File: config.mk
export PLATFORM = sky130hd
export DESIGN_NAME = psram_arbiter_flat
export DESIGN_NICKNAME = d
export VERILOG_FILES = /design/src/rtl/psram_arbiter_if.sv /design/src/rtl/psram_arbiter.sv /design/src/flat_wrapper.sv
export SDC_FILE = /design/constraint.sdc
export NUM_CORES = 1
export LEC_CHECK = 0
export CAP_MARGIN = 25
export CORE_MARGIN = 8
export CORE_UTILIZATION = 42
export CTS_BUF_LIST = sky130_fd_sc_hd__clkbuf_8
export DETAILED_ROUTE_END_ITERATION = 8
export HOLD_SLACK_MARGIN = 0.12
export PLACE_DENSITY = 0.7
export SLEW_MARGIN = 15
export SYNTH_ARGS = -nofsm -noshare
export SYNTH_HDL_FRONTEND = slang
export SYNTH_SLANG_ARGS = --single-unit
export TNS_END_PERCENT = 5
File: constraint.sdc
create_clock -name clk64 -period 4.1 [get_ports clk64]
set_input_delay 1.025 -clock clk64 [delete_from_list [all_inputs] [get_ports clk64]]
set_output_delay 1.025 -clock clk64 [all_outputs]
set_load 0.05 [all_outputs]
File: src/rtl/psram_arbiter_if.sv
// Client/controller bus for the PSRAM arbiter: per-channel request strobes,
// status pulses and the single controller-side strobe/busy handshake.
interface psram_arbiter_if #(
    parameter int NCH = 3,
    parameter int AW  = 22,
    parameter int DW  = 16
);
    logic [NCH-1:0]    ch_read;
    logic [NCH-1:0]    ch_write;
    logic [NCH*AW-1:0] ch_addr;
    logic [NCH*DW-1:0] ch_din;
    logic [NCH-1:0]    ch_busy;
    logic [NCH-1:0]    ch_done;
    logic [NCH-1:0]    ch_err;
    logic [DW-1:0]     ch_dout;
    logic              mem_read;
    logic              mem_write;
    logic [AW-1:0]     mem_addr;
    logic [DW-1:0]     mem_din;
    logic [DW-1:0]     mem_dout;
    logic              mem_busy;

    // arbiter side
    modport slave (
        input  ch_read, ch_write, ch_addr, ch_din, mem_dout, mem_busy,
        output ch_busy, ch_done, ch_err, ch_dout, mem_read, mem_write, mem_addr, mem_din
    );

    // clients + controller side
    modport master (
        output ch_read, ch_write, ch_addr, ch_din, mem_dout, mem_busy,
        input  ch_busy, ch_done, ch_err, ch_dout, mem_read, mem_write, mem_addr, mem_din
    );
endinterface

File: src/rtl/psram_arbiter.sv
// N-channel PSRAM request arbiter: one latched request slot per channel, a single
// grant FSM driving the controller strobe, with a watchdog on busy never rising.
module psram_arbiter_slot #(
    parameter int AW = 22,
    parameter int DW = 16
) (
    input  logic          clk64,
    input  logic          resetn,
    input  logic          rd,
    input  logic          wr,
    input  logic [AW-1:0] addr,
    input  logic [DW-1:0] din,
    input  logic          clr,
    output logic          busy,
    output logic          op_rd,
    output logic [AW-1:0] addr_q,
    output logic [DW-1:0] din_q
);
    // clr only arrives while busy, so it can never collide with a capture
    always_ff @(posedge clk64 or negedge resetn) begin
        if (!resetn) begin
            busy   <= 1'b0;
            op_rd  <= 1'b0;
            addr_q <= '0;
            din_q  <= '0;
        end else if (!busy && (rd || wr)) begin
            busy   <= 1'b1;
            op_rd  <= rd;
            addr_q <= addr;
            din_q  <= din;
        end else if (clr) begin
            busy   <= 1'b0;
        end
    end
endmodule

module psram_arbiter #(
    parameter int NCH     = 3,
    parameter int AW      = 22,
    parameter int DW      = 16,
    parameter int RR_MODE = 1,
    parameter int TIMEOUT = 15
) (
    input  logic           clk64,
    input  logic           resetn,
    psram_arbiter_if.slave bus
);
    localparam int GW = (NCH > 1) ? $clog2(NCH) : 1;
    localparam logic [7:0] WD_LAST = 8'(TIMEOUT - 1);

    localparam logic [1:0] S_IDLE  = 2'd0;
    localparam logic [1:0] S_ISSUE = 2'd1;
    localparam logic [1:0] S_WBUSY = 2'd2;
    localparam logic [1:0] S_WDONE = 2'd3;

    logic [1:0]                 state;
    logic [GW-1:0]              gnt;
    logic [GW-1:0]              rr_ptr;
    logic [7:0]                 wd;
    logic                       op_rd;

    logic [NCH-1:0]             slot_busy;
    logic [NCH-1:0]             slot_rd;
    logic [NCH-1:0][AW-1:0]     slot_addr;
    logic [NCH-1:0][DW-1:0]     slot_din;
    logic [NCH-1:0]             gnt_oh;
    logic [NCH-1:0]             slot_clr;

    logic [GW-1:0]              pick;
    logic                       pick_ok;
    logic                       wd_hit;
    logic                       fin_ok;
    logic                       fin;

    genvar i;
    generate
        for (i = 0; i < NCH; i++) begin : g_ch
            assign gnt_oh[i]   = (gnt == GW'(i));
            assign slot_clr[i] = gnt_oh[i] & fin;

            psram_arbiter_slot #(.AW(AW), .DW(DW)) u_slot (
                .clk64  (clk64),
                .resetn (resetn),
                .rd     (bus.ch_read[i]),
                .wr     (bus.ch_write[i]),
                .addr   (bus.ch_addr[i*AW +: AW]),
                .din    (bus.ch_din[i*DW +: DW]),
                .clr    (slot_clr[i]),
                .busy   (slot_busy[i]),
                .op_rd  (slot_rd[i]),
                .addr_q (slot_addr[i]),
                .din_q  (slot_din[i])
            );
        end
    endgenerate

    assign bus.ch_busy = slot_busy;

    // Scan from the highest search offset down so the lowest offset wins last.
    // Only consulted in IDLE, where every busy slot is still waiting.
    always_comb begin
        int idx;
        idx     = 0;
        pick    = '0;
        pick_ok = 1'b0;
        for (int k = NCH - 1; k >= 0; k--) begin
            idx = (RR_MODE != 0) ? ((int'(rr_ptr) + k) % NCH) : k;
            if (slot_busy[idx]) begin
                pick    = GW'(idx);
                pick_ok = 1'b1;
            end
        end
    end

    assign wd_hit = (state == S_WBUSY) && !bus.mem_busy && (wd == WD_LAST);
    assign fin_ok = (state == S_WDONE) && !bus.mem_busy;
    assign fin    = wd_hit || fin_ok;

    always_ff @(posedge clk64 or negedge resetn) begin
        if (!resetn) begin
            state         <= S_IDLE;
            gnt           <= '0;
            rr_ptr        <= '0;
            wd            <= '0;
            op_rd         <= 1'b0;
            bus.mem_read  <= 1'b0;
            bus.mem_write <= 1'b0;
            bus.mem_addr  <= '0;
            bus.mem_din   <= '0;
            bus.ch_done   <= '0;
            bus.ch_err    <= '0;
            bus.ch_dout   <= '0;
        end else begin
            bus.mem_read  <= 1'b0;
            bus.mem_write <= 1'b0;
            bus.ch_done   <= '0;
            bus.ch_err    <= '0;
            case (state)
                S_IDLE: begin
                    if (pick_ok) begin
                        gnt          <= pick;
                        rr_ptr       <= (pick == GW'(NCH - 1)) ? '0 : pick + 1'b1;
                        op_rd        <= slot_rd[pick];
                        bus.mem_addr <= slot_addr[pick];
                        bus.mem_din  <= slot_din[pick];
                        state        <= S_ISSUE;
                    end
                end
                S_ISSUE: begin
                    bus.mem_read  <= op_rd;
                    bus.mem_write <= !op_rd;
                    wd            <= '0;
                    state         <= S_WBUSY;
                end
                S_WBUSY: begin
                    // busy left high from earlier is taken as the acknowledge
                    if (bus.mem_busy) begin
                        state <= S_WDONE;
                    end else if (wd_hit) begin
                        bus.ch_done <= gnt_oh;
                        bus.ch_err  <= gnt_oh;
                        state       <= S_IDLE;
                    end else begin
                        wd <= wd + 8'd1;
                    end
                end
                S_WDONE: begin
                    if (fin_ok) begin
                        if (op_rd)
                            bus.ch_dout <= bus.mem_dout;
                        bus.ch_done <= gnt_oh;
                        state       <= S_IDLE;
                    end
                end
                default: state <= S_IDLE;
            endcase
        end
    end
endmodule

File: src/flat_wrapper.sv
// flat-port wrapper written by rule: the top's interface ports become plain ports
module psram_arbiter_flat 
#(
    parameter int NCH     = 3,
    parameter int AW      = 22,
    parameter int DW      = 16,
    parameter int RR_MODE = 1,
    parameter int TIMEOUT = 15
)
  (clk64, resetn, bus_ch_read, bus_ch_write, bus_ch_addr, bus_ch_din, bus_mem_dout, bus_mem_busy, bus_ch_busy, bus_ch_done, bus_ch_err, bus_ch_dout, bus_mem_read, bus_mem_write, bus_mem_addr, bus_mem_din);
  psram_arbiter_if #(.NCH(NCH), .AW(AW), .DW(DW)) bus_i ();
  input  logic clk64;
  input  logic resetn;
  input wire logic [$bits(bus_i.ch_read)-1:0] bus_ch_read;
  input wire logic [$bits(bus_i.ch_write)-1:0] bus_ch_write;
  input wire logic [$bits(bus_i.ch_addr)-1:0] bus_ch_addr;
  input wire logic [$bits(bus_i.ch_din)-1:0] bus_ch_din;
  input wire logic [$bits(bus_i.mem_dout)-1:0] bus_mem_dout;
  input wire logic [$bits(bus_i.mem_busy)-1:0] bus_mem_busy;
  output wire logic [$bits(bus_i.ch_busy)-1:0] bus_ch_busy;
  output wire logic [$bits(bus_i.ch_done)-1:0] bus_ch_done;
  output wire logic [$bits(bus_i.ch_err)-1:0] bus_ch_err;
  output wire logic [$bits(bus_i.ch_dout)-1:0] bus_ch_dout;
  output wire logic [$bits(bus_i.mem_read)-1:0] bus_mem_read;
  output wire logic [$bits(bus_i.mem_write)-1:0] bus_mem_write;
  output wire logic [$bits(bus_i.mem_addr)-1:0] bus_mem_addr;
  output wire logic [$bits(bus_i.mem_din)-1:0] bus_mem_din;
  assign bus_i.ch_read = bus_ch_read;
  assign bus_i.ch_write = bus_ch_write;
  assign bus_i.ch_addr = bus_ch_addr;
  assign bus_i.ch_din = bus_ch_din;
  assign bus_i.mem_dout = bus_mem_dout;
  assign bus_i.mem_busy = bus_mem_busy;
  assign bus_ch_busy = bus_i.ch_busy;
  assign bus_ch_done = bus_i.ch_done;
  assign bus_ch_err = bus_i.ch_err;
  assign bus_ch_dout = bus_i.ch_dout;
  assign bus_mem_read = bus_i.mem_read;
  assign bus_mem_write = bus_i.mem_write;
  assign bus_mem_addr = bus_i.mem_addr;
  assign bus_mem_din = bus_i.mem_din;
  psram_arbiter #(.NCH(NCH), .AW(AW), .DW(DW), .RR_MODE(RR_MODE), .TIMEOUT(TIMEOUT)) u_core (.clk64(clk64), .resetn(resetn), .bus(bus_i));
endmodule
# After elaboration in Yosys (flattened, before gate mapping)
# Cells that the tools add are included.
# totals
regBits,197
wordCells,118
input_bits,139
output_inout_bits,65
# op_classes
n_lt_le_gt_ge,4
add_sub_neg,4
reduce_logical,25
n_mux,43
n_div,3
eq_ne,12
bitwise_logic,3
# op_table
operator,count
"less-than comparator 32 x 4 -> 1 bit, second input constant",3
"modulo 32 x 3 -> 32 bit, second input constant",2
binary-select mux 22 bit (select 2 bit),1
binary-select mux 16 bit (select 2 bit),1
"modulo 3 x 3 -> 32 bit, second input constant",1
2-to-1 mux 22 bit,1
2-to-1 mux 1 bit,18
2-to-1 mux 16 bit,1
2-to-1 mux 2 bit,8
2-to-1 mux 8 bit,2
case mux 8 bit (2 select lines),1
2-to-1 mux 3 bit,4
AND reduction 3 bit,3
"adder 8 x 1 -> 8 bit, second input constant",1
binary-select mux 1 bit (select 2 bit),4
"equality test 2 bit, second input constant",4
"equality test 8 x 4 -> 1 bit, second input constant",1
case mux 2 bit (4 select lines),1
nonzero test 2 bit,4
logical AND 1 bit,6
case mux 3 bit (2 select lines),1
logical NOT 1 bit,5
"equality test 2 x 1 -> 1 bit, second input constant",2
logical NOT 2 bit,2
other kinds (10),17

# Depth between registers and ports, before layout
# logic_depth
depth_word,10
depth_mapped,11
mapped_depth_nobuf,7

# By module
# A second synthesis with hierarchy kept.
# unflattened
hier_cells,884
area_unflattened_um2,10023.4
# by_module_without_submodules
module,seq_area_each_um2,cells_per_inst,n_inst,area_per_inst_um2
psram_arbiter,1926.8,620,1,5252.5
psram_arbiter_slot,1001.0,88,3,1590.3

# Worst setup path before layout
# No wires, ideal clock.
# synth_timing
path_kind,input to register
start,input port bus_mem_busy
end,register u_core.wd[7]
setup_time_ns,0.133
path_buffers,1
t_arrival_ns,2.061
t_required_ns,3.967
path_slack_ns,1.906
cell_stages,6
path_cell_list,nor3b_1 -> o41a_1 -> clkbuf_1 -> and4_1 -> xnor2_1 -> nor2_1
# synth_between
elab_chain_len,5
elab_cells_between_ends,6
cone_classes,eq/ne (2); reduce/logical (4)
# synth_lines
element,line,source
start: declaration,flat_wrapper.sv:19,input wire logic [$bits(bus_i.mem_busy)-1:0] bus_mem_busy;
logical NOT 1 bit,psram_arbiter.sv:115,assign wd_hit = (state == S_WBUSY) && !bus.mem_busy && (wd == WD_LAST);
logical AND 1 bit (2 in a row),psram_arbiter.sv:115,
inequality test 2 bit (no line),-,
AND reduction 3 bit (no line) *,-,
end signal: assignment,psram_arbiter.sv:164,wd <= wd + 8'd1;
end: declaration,psram_arbiter.sv:59,logic [7:0] wd;
# Mark *: on every way between the ends. The rest lies on a longest branch, timed or not.
# A chain may end at the register's enable or synchronous reset.

# Worst setup path in the final report
# layout_timing
start,register u_core.g_ch[1].u_slot.busy
end,output port bus_ch_busy[1]
# layout_lines
element,line,source
start: declaration,psram_arbiter.sv:14,"output logic busy,"
start signal: assignment,psram_arbiter.sv:22,busy <= 1'b0;
start signal: assignment,psram_arbiter.sv:27,busy <= 1'b1;
start signal: assignment,psram_arbiter.sv:32,busy <= 1'b0;
end: declaration,flat_wrapper.sv:20,output wire logic [$bits(bus_i.ch_busy)-1:0] bus_ch_busy;
# No word-level cell between the ends.

==> metrics.txt <==
# TYPE chip_impl_metric gauge
chip_impl_metric{name="hold_slack",unit="ns"} 0.5007
chip_impl_metric{name="clock_tree.buffer_depth",unit=""} 2
chip_impl_info{name="worstHoldEndpoint",value="u_core.g_ch[1].u_slot.din_q[8]"} 1
chip_impl_metric{name="wire_length_of_the_first_global_routing_pass",unit="um"} 34560
chip_impl_info{name="status",value="finished, final reports clean"} 1
chip_impl_metric{name="placedInstanceArea",unit="um^2"} 10670
chip_impl_info{name="synth_area_leader_cell",value="sky130_fd_sc_hd__dfrtp_1"} 1
chip_impl_metric{name="fin_cells",unit=""} 1100
chip_impl_metric{name="grt_pass1_vias",unit=""} 6411
chip_impl_metric{name="coreArea",unit="um^2"} 19460
chip_impl_metric{name="netlist-cell-type-count",unit=""} 49
chip_impl_info{name="critPathSlowestCell",value="sky130_fd_sc_hd__clkdlybuf4s50_1"} 1
chip_impl_metric{name="postSynthCellCount",unit=""} 630
chip_impl_metric{name="synth_nets",unit=""} 774
chip_impl_metric{name="fin_util",unit="%"} 56.92
chip_impl_metric{name="final.setup.worst_slack",unit="ns"} 1.200
chip_impl_metric{name="floorplan.die_area",unit="um^2"} 24570
chip_impl_metric{name="path_buf_inv",unit=""} 1
chip_impl_metric{name="critical-path-max-stage-delay",unit="ns"} 0.90
chip_impl_metric{name="hold_path_depth",unit=""} 1
chip_impl_metric{name="yosysSeqAreaShare",unit="%"} 59.25
chip_impl_metric{name="drt-initial-drc-count",unit=""} 372
chip_impl_info{name="grt_setup_unrepaired",value="false"} 1
chip_impl_metric{name="drive_above_1_share",unit="%"} 19.88
chip_impl_metric{name="timing.reg2reg.setup_slack",unit="ns"} 1.27
chip_impl_metric{name="grt_start_max_net_pins",unit=""} 91
chip_impl_metric{name="crit_fanout",unit=""} 8
chip_impl_metric{name="clock_insertion_delay_worst_skew",unit="ns"} 0.47
chip_impl_metric{name="route.detailed.wl_per_inst",unit="um"} 20.03
chip_impl_metric{name="vias_per_cell",unit=""} 5.265
chip_impl_info{name="crit_family",value="buffers and inverters"} 1
chip_impl_metric{name="post_cts_hold_buffer_count",unit=""} 0
chip_impl_metric{name="initial_core_utilization",unit="%"} 42.75
chip_impl_metric{name="power_density",unit="nW/um^2"} 800.6
chip_impl_metric{name="cp.arrival",unit="ns"} 1.88
chip_impl_info{name="cp-end-kind",value="output port"} 1
chip_impl_info{name="layout_common_cells",value="sky130_fd_sc_hd__clkdlybuf4s50_1, sky130_fd_sc_hd__dfrtp_1, sky130_fd_sc_hd__mux2_2"} 1
chip_impl_metric{name="globalplace.congestion",unit=""} 0.8231
chip_impl_metric{name="postRouteAntennaNets",unit=""} 0
chip_impl_metric{name="worst-endpoint-required",unit="ns"} 3.07
chip_impl_metric{name="yosys_warnings",unit=""} 0
chip_impl_metric{name="finClkSkew",unit="ns"} 0.01017
chip_impl_metric{name="syn-cell-area",unit="um^2"} 8320
chip_impl_metric{name="final_min_period_over_clock_period",unit="%"} 70.74
chip_impl_info{name="tritoncts",value="yes"} 1
chip_impl_metric{name="drv_slew",unit=""} 0
chip_impl_metric{name="rows",unit=""} 51
chip_impl_metric{name="design.portCount",unit=""} 204
chip_impl_info{name="start_kind",value="flip-flop"} 1
chip_impl_metric{name="portBuffers",unit=""} 203
chip_impl_metric{name="preCtsSetupSlack",unit="ns"} 1.213
chip_impl_metric{name="drt_pass1_iterations",unit=""} 4
chip_impl_metric{name="num-nets-final",unit=""} 966
chip_impl_metric{name="detailedPlacementHpwl",unit="um"} 15650
chip_impl_metric{name="rr_worst_depth",unit=""} 8
chip_impl_metric{name="cap_viol_max_count",unit=""} 0
chip_impl_info{name="cts_root_buf",value="sky130_fd_sc_hd__clkbuf_8"} 1
chip_impl_metric{name="synthesized_area_per_cell",unit="um^2"} 13.21
chip_impl_metric{name="yosys.area.top_type_share",unit="%"} 59.25
chip_impl_metric{name="antenna-diode-count",unit=""} 0
chip_impl_metric{name="grt_antenna_before_repair",unit=""} 2
chip_impl_metric{name="cts.sinks",unit=""} 197
chip_impl_metric{name="placed_cells_incl_taps",unit=""} 1068
chip_impl_metric{name="achievable_clock_frequency",unit="GHz"} 0.3448
chip_impl_metric{name="synth_seq_cells",unit=""} 197
chip_impl_metric{name="flow.area_growth_from_synthesis",unit="%"} 33.14
chip_impl_info{name="layout_commonest_cell",value="sky130_fd_sc_hd__clkdlybuf4s50_1"} 1
chip_impl_metric{name="setup_viol",unit=""} 0
chip_impl_info{name="setup.worst_path.class",value="flip-flop to output port"} 1
chip_impl_metric{name="vdd.ir_drop.worst",unit="V"} 0.0004030
chip_impl_metric{name="grt.overflow.total",unit=""} 0
chip_impl_metric{name="cts_buffers",unit=""} 17
chip_impl_info{name="min-delay-start",value="u_core.g_ch[1].u_slot.din_q[8]"} 1
chip_impl_metric{name="dr_total_vias",unit=""} 5791
chip_impl_metric{name="die_w",unit="um"} 156.8
chip_impl_metric{name="finalSetupTns",unit="ns"} 0
chip_impl_metric{name="cts_max_level",unit=""} 4
chip_impl_metric{name="post-route-cell-area",unit="um^2"} 11080
chip_impl_metric{name="hold_viol",unit=""} 0
chip_impl_metric{name="post-cts-setup-buffer-count",unit=""} 0
chip_impl_metric{name="die_y",unit="um"} 156.8
chip_impl_metric{name="timing_worst_slew_pin_value",unit="ns"} 1.011
chip_impl_metric{name="cts_resized",unit=""} 0
chip_impl_metric{name="worst_slew_margin_rel",unit="%"} 32.59
chip_impl_info{name="synth_area_leaders",value="sky130_fd_sc_hd__dfrtp_1, sky130_fd_sc_hd__mux2_2, sky130_fd_sc_hd__mux2i_1, sky130_fd_sc_hd__o211ai_1, sky130_fd_sc_hd__mux2_1"} 1
chip_impl_metric{name="path_clk_slew",unit="ns"} 0.09
chip_impl_metric{name="leakagePower",unit="nW"} 4.788
chip_impl_info{name="hp-class",value="flip-flop to flip-flop"} 1
chip_impl_info{name="timing.rr.start",value="u_core.rr_ptr[0]"} 1
chip_impl_info{name="crit-reg2reg-capture",value="u_core.bus.mem_addr[18]"} 1
chip_impl_metric{name="drcViolationCount",unit=""} 0
chip_impl_metric{name="detail_route.wirelength",unit="um"} 22040
chip_impl_info{name="timing.critical_path.cells",value="clkdlybuf4s50_1"} 1
chip_impl_metric{name="nFillCells",unit=""} 1595
chip_impl_metric{name="gr_usage_total",unit="%"} 18.21
chip_impl_metric{name="total_power",unit="mW"} 8.869
chip_impl_metric{name="min_period",unit="ns"} 2.900
-- final cells by class --
cell class	instances	area (um^2)	share of cell area (%)
Clock buffer	22	302.8	2.733
Clock inverter	10	110.1	0.9939
Inverter	7	26.28	0.2372
Multi-Input combinational cell	385	3222	29.08
Sequential cell	197	4930	44.50
Tap cell	265	331.6	2.993
Timing Repair Buffer	214	2156	19.46
-- flip-flops by register name (all words and copies together), names as in the netlist, 3 cells and up --
signal / count
u_core.g_ch.u_slot.op_rd: 3
u_core.bus.ch_done: 3
u_core.g_ch.u_slot.busy: 3
u_core.bus.mem_din: 16
u_core.g_ch.u_slot.din_q: 48
u_core.bus.ch_err: 3
u_core.bus.ch_dout: 16
u_core.wd: 8
u_core.g_ch.u_slot.addr_q: 66
u_core.bus.mem_addr: 22
-- how the worst max path moves through the flow --
stage / from / end / depth (start not counted)
5_1_grt: u_core.rr_ptr[0] / u_core.bus.mem_addr[1] / 8
3_3_place_gp: bus_ch_write[1] / u_core.g_ch[1].u_slot.op_rd / 4
3_5_place_dp: bus_ch_write[0] / u_core.g_ch[0].u_slot.addr_q[8] / 4
2_1_floorplan: bus_mem_busy / u_core.wd[7] / 6
4_1_cts: u_core.g_ch[1].u_slot.busy / bus_ch_busy[1] / 1
6_report: u_core.g_ch[1].u_slot.busy / bus_ch_busy[1] / 1
-- layer usage --
layer | vias up | track usage [%] | part of all wire [%]
met5 | - | 0 | 0.14
met4 | 4 | 4.302 | 0.88
met3 | 20 | 5.571 | 7.0
met2 | 208 | 30.90 | 49
met1 | 2934 | 22.29 | 43
li1 | 2625 | - | -
-- power by group --
group / internal (mW) / total, mW / switching [mW] / leakage [nW]
Sequential: 2.85 / 3.37 / 0.517 / 2.39
Combinational: 1.79 / 4.23 / 2.44 / 2.19
Clock: 0.579 / 1.27 / 0.694 / 0.209
-- kinds of logic after synthesis --
group                    share of synthesized area [%]
multiplexers                                     22.93
flip-flops                                       59.25
adder cells (fa/ha/maj)                         0.7519
AND/OR/NAND/NOR                                  7.459
buffers and inverters                            2.782
XOR/XNOR                                        0.6316
AO/OA/AOI/OAI                                    6.195
-- cells in the mapped netlist, drive strengths merged --
cell	instances
buf	15
nand3b	1
dfrtp	197
nand4b	1
a21bo	3
o41a	1
mux2i	41
inv	7
and3	1
clkbuf	26
nand4	3
nor4	1
mux2	133
o31ai	1
a21oi	5
or3	1
nor3b	1
xor2	5
nor2	12
nand4bb	1
o211ai	39
o21a	2
a21o	1
nand2	53
a41oi	1
nand3	42
ha	5
nor3	2
xnor2	1
o22ai	1
or4b	1
and4	1
and2	1
o31a	1
nand2b	6
o21ai	10
nor2b	2
a31oi	2
or3b	1
a22oi	2
No activity file was read; power rests on OpenSTA's default activity.
